**config.mk**
```make
export PLATFORM = sky130hd
export DESIGN_NAME = cva6_rvfi_trace_fifo
export DESIGN_NICKNAME = d
export VERILOG_FILES = /design/src/rtl/cva6_rvfi_trace_fifo.sv
export SDC_FILE = /design/constraint.sdc
export NUM_CORES = 2
export LEC_CHECK = 0
export BUFFER_PORTS_ARGS = -buffer_cell sky130_fd_sc_hd__buf_2
export CORE_UTILIZATION = 62
export DETAILED_ROUTE_END_ITERATION = 8
export GPL_TIMING_DRIVEN = 0
export PLACE_DENSITY_LB_ADDON = 0.1
export SLEW_MARGIN = 20
export SYNTH_ARGS = -nofsm -noshare
export SYNTH_HDL_FRONTEND = slang
export SYNTH_SLANG_ARGS = --single-unit
```
**constraint.sdc**
```tcl
create_clock -name clk_i -period 67 [get_ports clk_i]
set_input_delay 10.05 -clock clk_i [delete_from_list [all_inputs] [get_ports clk_i]]
set_output_delay 10.05 -clock clk_i [all_outputs]
set_load 0.05 [all_outputs]
```
**src/rtl/cva6_rvfi_trace_fifo.sv**
```systemverilog
`default_nettype none
// ============================================================================
//  Module      : cva6_rvfi_trace_fifo
//  Description : Captures up to NR_IN retired-instruction records per cycle,
//                compacts them in program order into a circular buffer, tags
//                each with a 64-bit retirement order number and drains them
//                over NR_OUT in-order valid/ready lanes. Overflow never
//                back-pressures commit: excess records are dropped, counted
//                and flagged.
//  Revision    : 1.0 - initial release
// ============================================================================
module cva6_rvfi_trace_fifo #(
    parameter int unsigned NR_IN      = 2,
    parameter int unsigned NR_OUT     = 1,
    parameter int unsigned DEPTH      = 8,
    parameter int unsigned XLEN       = 64,
    parameter bit          DROP_DEBUG = 1'b0
) (
    input  logic                       clk_i,
    input  logic                       rst_i,
    input  logic [NR_IN-1:0]           commit_valid_i,
    input  logic [NR_IN*XLEN-1:0]      commit_pc_i,
    input  logic [NR_IN*32-1:0]        commit_insn_i,
    input  logic [NR_IN*5-1:0]         commit_rd_i,
    input  logic [NR_IN*XLEN-1:0]      commit_wdata_i,
    input  logic [NR_IN-1:0]           commit_trap_i,
    input  logic [NR_IN*XLEN-1:0]      commit_cause_i,
    input  logic [1:0]                 priv_lvl_i,
    input  logic                       debug_mode_i,
    output logic [NR_OUT-1:0]          out_valid_o,
    input  logic [NR_OUT-1:0]          out_ready_i,
    output logic [NR_OUT*64-1:0]       out_order_o,
    output logic [NR_OUT*XLEN-1:0]     out_pc_o,
    output logic [NR_OUT*32-1:0]       out_insn_o,
    output logic [NR_OUT*5-1:0]        out_rd_o,
    output logic [NR_OUT*XLEN-1:0]     out_wdata_o,
    output logic [NR_OUT-1:0]          out_trap_o,
    output logic [NR_OUT*XLEN-1:0]     out_cause_o,
    output logic [NR_OUT*2-1:0]        out_priv_o,
    output logic                       overflow_o,
    output logic [15:0]                drop_cnt_o,
    output logic [$clog2(DEPTH):0]     count_o
);

    // Occupancy needs one extra bit to represent a full buffer.
    localparam int unsigned c_CNT_W = $clog2(DEPTH) + 1;
    // A single-entry buffer still needs a one-bit pointer; the mask keeps it at 0.
    localparam int unsigned c_PTR_W = (DEPTH > 1) ? $clog2(DEPTH) : 1;
    // Arithmetic width wide enough for DEPTH + NR_IN without overflow.
    localparam int unsigned c_AW    = c_CNT_W + 3;
    localparam logic [c_PTR_W-1:0] c_PTR_MASK = c_PTR_W'(DEPTH - 1);
    localparam logic [c_AW-1:0]    c_DEPTH    = c_AW'(DEPTH);

    // ------------------------------------------------------------------------
    // State
    // ------------------------------------------------------------------------
    logic [c_PTR_W-1:0] r_wr_ptr;
    logic [c_PTR_W-1:0] r_rd_ptr;
    logic [c_CNT_W-1:0] r_count;
    logic [63:0]        r_order;
    logic               r_overflow;
    logic [15:0]        r_drop_cnt;

    logic [63:0]        r_mem_order [DEPTH];
    logic [XLEN-1:0]    r_mem_pc    [DEPTH];
    logic [31:0]        r_mem_insn  [DEPTH];
    logic [4:0]         r_mem_rd    [DEPTH];
    logic [XLEN-1:0]    r_mem_wdata [DEPTH];
    logic               r_mem_trap  [DEPTH];
    logic [XLEN-1:0]    r_mem_cause [DEPTH];
    logic [1:0]         r_mem_priv  [DEPTH];

    // ------------------------------------------------------------------------
    // Combinational
    // ------------------------------------------------------------------------
    logic [NR_IN-1:0]   w_elig;
    logic [c_AW-1:0]    w_rank [NR_IN];
    logic [c_AW-1:0]    w_elig_cnt;
    logic [c_AW-1:0]    w_free;
    logic [c_AW-1:0]    w_acc_cnt;
    logic [c_AW-1:0]    w_drop;
    logic [NR_IN-1:0]   w_accept;
    logic [c_PTR_W-1:0] w_slot [NR_IN];
    logic [c_PTR_W-1:0] w_rd_slot [NR_OUT];
    logic [c_CNT_W-1:0] w_pops;
    logic               w_run;
    logic [16:0]        w_drop_sum;

    // Eligibility per lane; debug-mode records vanish entirely when filtered.
    always_comb begin
        w_elig = commit_valid_i & {NR_IN{!(DROP_DEBUG && debug_mode_i)}};
    end

    // Prefix count of eligible lanes gives each lane its compacted position.
    always_comb begin
        w_elig_cnt = '0;
        for (int k = 0; k < NR_IN; k++) begin
            w_rank[k]  = w_elig_cnt;
            w_elig_cnt = w_elig_cnt + c_AW'(w_elig[k]);
        end
    end

    // Capacity uses the start-of-cycle occupancy, so same-cycle pops never make room.
    always_comb begin
        w_free     = c_DEPTH - c_AW'(r_count);
        w_acc_cnt  = (w_elig_cnt < w_free) ? w_elig_cnt : w_free;
        w_drop     = w_elig_cnt - w_acc_cnt;
        w_drop_sum = {1'b0, r_drop_cnt} + 17'(w_drop);
        for (int k = 0; k < NR_IN; k++) begin
            w_accept[k] = w_elig[k] && (w_rank[k] < w_free);
            w_slot[k]   = (r_wr_ptr + w_rank[k][c_PTR_W-1:0]) & c_PTR_MASK;
        end
    end

    // Drain lanes present consecutive slots from the read pointer.
    always_comb begin
        for (int j = 0; j < NR_OUT; j++) begin
            w_rd_slot[j]   = (r_rd_ptr + c_PTR_W'(j)) & c_PTR_MASK;
            out_valid_o[j] = (r_count > c_CNT_W'(j));
        end
    end

    // Only an unbroken run of accepted lanes from lane 0 is popped.
    always_comb begin
        w_pops = '0;
        w_run  = 1'b1;
        for (int j = 0; j < NR_OUT; j++) begin
            if (w_run && out_valid_o[j] && out_ready_i[j]) begin
                w_pops = w_pops + 1'b1;
            end else begin
                w_run = 1'b0;
            end
        end
    end

    // Record fields are read straight from storage; don't-care while invalid.
    always_comb begin
        out_order_o = '0;
        out_pc_o    = '0;
        out_insn_o  = '0;
        out_rd_o    = '0;
        out_wdata_o = '0;
        out_trap_o  = '0;
        out_cause_o = '0;
        out_priv_o  = '0;
        for (int j = 0; j < NR_OUT; j++) begin
            out_order_o[j*64   +: 64]   = r_mem_order[w_rd_slot[j]];
            out_pc_o   [j*XLEN +: XLEN] = r_mem_pc   [w_rd_slot[j]];
            out_insn_o [j*32   +: 32]   = r_mem_insn [w_rd_slot[j]];
            out_rd_o   [j*5    +: 5]    = r_mem_rd   [w_rd_slot[j]];
            out_wdata_o[j*XLEN +: XLEN] = r_mem_wdata[w_rd_slot[j]];
            out_trap_o [j]              = r_mem_trap [w_rd_slot[j]];
            out_cause_o[j*XLEN +: XLEN] = r_mem_cause[w_rd_slot[j]];
            out_priv_o [j*2    +: 2]    = r_mem_priv [w_rd_slot[j]];
        end
    end

    // Pointers, occupancy, order counter and drop bookkeeping.
    always_ff @(posedge clk_i) begin
        if (rst_i) begin
            r_wr_ptr   <= '0;
            r_rd_ptr   <= '0;
            r_count    <= '0;
            r_order    <= '0;
            r_overflow <= 1'b0;
            r_drop_cnt <= '0;
        end else begin
            r_wr_ptr <= (r_wr_ptr + w_acc_cnt[c_PTR_W-1:0]) & c_PTR_MASK;
            r_rd_ptr <= (r_rd_ptr + w_pops[c_PTR_W-1:0]) & c_PTR_MASK;
            r_count  <= r_count + w_acc_cnt[c_CNT_W-1:0] - w_pops;
            // Dropped records still consume order numbers so gaps are visible.
            r_order  <= r_order + 64'(w_elig_cnt);
            if (w_drop != '0) begin
                r_overflow <= 1'b1;
            end
            r_drop_cnt <= w_drop_sum[16] ? 16'hFFFF : w_drop_sum[15:0];
        end
    end

    // Record storage; accepted lanes land in distinct free slots.
    always_ff @(posedge clk_i) begin
        for (int k = 0; k < NR_IN; k++) begin
            if (w_accept[k]) begin
                r_mem_order[w_slot[k]] <= r_order + 64'(w_rank[k]);
                r_mem_pc   [w_slot[k]] <= commit_pc_i   [k*XLEN +: XLEN];
                r_mem_insn [w_slot[k]] <= commit_insn_i [k*32   +: 32];
                r_mem_rd   [w_slot[k]] <= commit_rd_i   [k*5    +: 5];
                r_mem_wdata[w_slot[k]] <= commit_wdata_i[k*XLEN +: XLEN];
                r_mem_trap [w_slot[k]] <= commit_trap_i [k];
                r_mem_cause[w_slot[k]] <= commit_cause_i[k*XLEN +: XLEN];
                r_mem_priv [w_slot[k]] <= priv_lvl_i;
            end
        end
    end

    assign overflow_o = r_overflow;
    assign drop_cnt_o = r_drop_cnt;
    assign count_o    = r_count;

endmodule
`default_nettype wire
```
==> metrics <==
GP Congestion=0.942; Reg-to-Reg Start=count_o[0]$_SDFF_PP0_; Initial Util=62.3%; via count=99,045; leading area contributor after synthesis=edfxtp_1; Avg Cell Area, Syn=10.7 sq um; dpl cell area=about 0.13 sq mm; Finish-stage setup viols=0; warning count from the yosys run=0; FMAX=0.0639 GHz; Die ar.=0.205 sq mm; design area=0.144 sq mm; Hold Path End=overflow_o$_SDFFE_PP0P_; CP Max Fanout=10; RR Endpoint=r_mem_cause[0][53]$_DFFE_PP_; most frequent CP cell=buf_2; critical hold path startpoint=overflow_o$_SDFFE_PP0P_; hold crit path type=reg -> reg; core area=0.202 sq mm; layout cells sized above 1=18.5%; post-CTS sizing=0; row cnt=between 150 and 200; syn_nets=~12,000; Post-synth EDFFs=2,368; largest cells by area after synthesis=edfxtp_1, nand2_1, mux4_2, mux2_2, xor2_1; min cycle time layout=15.66 ns; most instantiated library cell after synthesis=nand2_1; hold buffer count at cts=0; flop-to-flop setup slack=~60 ns; WL final=between 400 and 500 mm; maximum VDD drop=0.0381 mV; vias in the first global route=94,619; number of max-cap violations=0; root buf cell=clkbuf_16; Crit. End Element=flop; Async SR Flop Fraction=0%; number of routed nets with antenna violations=3; failing checks=antenna rules; slowest stage cell on the critical path=clkbuf_1; cell area after synthesis=0.126 sq mm; H-tree depth=5; worst skew pair latency=0.95 ns; pin count of the biggest net entering global routing=20; Port-buffer cells=323; Final Hold Vio Count=0; Die Span Y=453 um; first-pass GRT wire length=around 620 mm; Clock Tree Buf Depth=4; Vias/cell=6.27; main flop type after synthesis=edfxtp_1; Area growth syn-to-layout=14.1%; Syn Inst Count=11,769; cells on worst reg2reg path=23; Netlist cell types=59; Slew HR=13.1%; Worst Max-Slew Pin Slew=1.29 ns; PD cells=~44 mW/mm^2; post-CTS setup buffer count=0; post-synth top area share=a little under three fifths; initial antenna violation count=between 150 and 200; die width=453 um; total CTS buffers=between 200 and 300; period utilization=23.4%; status=complete, but fails checks; CTS tree=yes; GRT Util Overall=42.1%; Num Clock Sinks=between 2,000 and 2,500; RSZ-0062 raised after global routing=false; DR DRC count=0; Clock transition at path regs=0.05 ns; Top delay family on crit path=buffers and inverters; CP startpoint kind=input pin; P_leak=57.4 nW; max-slew violations=0; Wirelength per Cell=27.6 um; grt ovf=0; Worst Path Required=67.63 ns; post-DP HPWL=300 mm; Critical Setup Path Class=in -> reg; final net count=13,279; max incr delay on CP=0.50 ns; number of synthesized register bits=2,459; Buf/Inv on CP=18; Util after Layout=71.2%; Max Clock Skew=0.0478 ns; worst hold path depth=2; sequential fraction of the synthesis area=57.9%; 1st-iter DRT viols=between 10,000 and 15,000; most frequent cells after synthesis=nand2_1, edfxtp_1, mux4_2; I/O pin total=786; crit path cell chain=buf_2 -> ha_1 -> ha_1 -> buf_1 -> nor3_1 -> o211ai_1 -> buf_4 -> clkbuf_2 -> clkbuf_1 -> o41ai_2 -> buf_2 -> buf_2 -> buf_2 -> buf_4 -> buf_2 -> buf_2 -> buf_2 -> buf_2 -> buf_2 -> buf_4 -> buf_4 -> buf_2 -> buf_2; Worst Path Arrival=16.28 ns; drt pass-1 iters=9
per-stage QoR:
| stage | total power, mW | std cells | hold slack [ns] | setup slack, ns | TNS, ns |
|---|---|---|---|---|---|
| 2_1_floorplan | 4.26 | 11769 | 0.483 | 25.64 | 0 |
| 6_report | 6.30 | 15792 | 0.501 | 51.34 | 0 |
| 3_3_place_gp | 5.47 | 14764 | 0.453 | -7.93 | -8668.21 |
| 4_1_cts | 6.23 | 15635 | 0.492 | 51.67 | 0 |
| 3_5_place_dp | 4.77 | 15164 | 0.475 | 50.76 | 0 |
| 5_1_grt | 6.45 | 15753 | 0.527 | 51.26 | 0 |
cell families after synthesis:
logic type | Yosys count | share of synthesized area, %
compound gates | 153 | 0.774
simple gates | 6449 | 20.0
buf+inv | 1255 | 4.07
other cells | 1 | 0.00298
xor+xnor | 528 | 3.67
fa+ha+maj | 32 | 0.348
mux | 892 | 13.3
flops | 2459 | 57.9
power breakdown:
group	switching [mW]	leakage, nW	internal [mW]
Clock	0.625	4.17	0.856
Sequential	0.0788	22.7	2.13
Combinational	1.82	30.5	0.787
Total	2.52	57.4	3.78
state kept, by name (all words and copies together) (netlist names), 4 cells and up:
| signal | cells |
|---|---|
| r_mem_wdata | 512 |
| r_mem_order | 512 |
| r_mem_pc | 512 |
| r_mem_rd | 40 |
| r_mem_trap | 8 |
| r_mem_cause | 512 |
| count_o | 4 |
| r_mem_insn | 256 |
| r_mem_priv | 16 |
| drop_cnt_o | 16 |
| r_order | 64 |
final cells by class:
type                    instances  area [sq um]
diodes                        156           390
well taps                    2672          3340
fillers                     14303         58300
clock inverters                89           717
multi-input cells            8055         48100
clock buffers                 382          7790
inverters                      36           135
flip-flops and latches       2459         72900
plain buffers                1219          5060
repair buffers                724          5350
routing by layer:
| layer | share of wire [%] | wire (um) | up-vias | track usage, % |
|---|---|---|---|---|
| li1 | - | - | 41936 | - |
| met3 | 13 | 56000 | 1669 | 10.8 |
| met2 | 45 | 195000 | 7800 | 62.6 |
| met5 | 0.095 | 414 | - | 0 |
| met1 | 33 | 145000 | 47580 | 52.7 |
| met4 | 9.3 | 40700 | 60 | 33.4 |
worst max-delay path by stage:
stage / startpoint / endpoint / slack, ns / cells after the start
after floorplan: commit_valid_i[0] / r_mem_cause[1][0]$_DFFE_PP_ / 25.64 / 2
after global placement: commit_valid_i[0] / r_mem_cause[2][51]$_DFFE_PP_ / -7.93 / 3
after detailed placement: commit_valid_i[0] / r_mem_cause[0][53]$_DFFE_PP_ / 50.76 / 23
after CTS: commit_valid_i[0] / r_mem_cause[0][53]$_DFFE_PP_ / 51.67 / 23
after global routing: commit_valid_i[0] / r_mem_cause[0][54]$_DFFE_PP_ / 51.26 / 23
final: commit_valid_i[0] / r_mem_cause[0][53]$_DFFE_PP_ / 51.34 / 23
cell usage in the layout, fill, tap and decap left out, drive strengths merged, types with 74 or more instances in the layout:
cell / netlist / final
buf: 449 / 1163
clkbuf: 770 / 1162
clkinv: 0 / 74
dfxtp: 91 / 91
diode: 0 / 156
edfxtp: 2368 / 2368
mux2: 298 / 298
mux4: 592 / 592
nand2: 5817 / 5817
nor2: 282 / 282
nor4: 111 / 111
xnor2: 257 / 257
xor2: 271 / 271
tightest hold or removal path, cell delays in order, from the launching register on:
cell,delay [ns]
dfxtp_1,0.34
nor4_1,0.06
nor2_1,0.07
(Power assumes the default switching activity.)
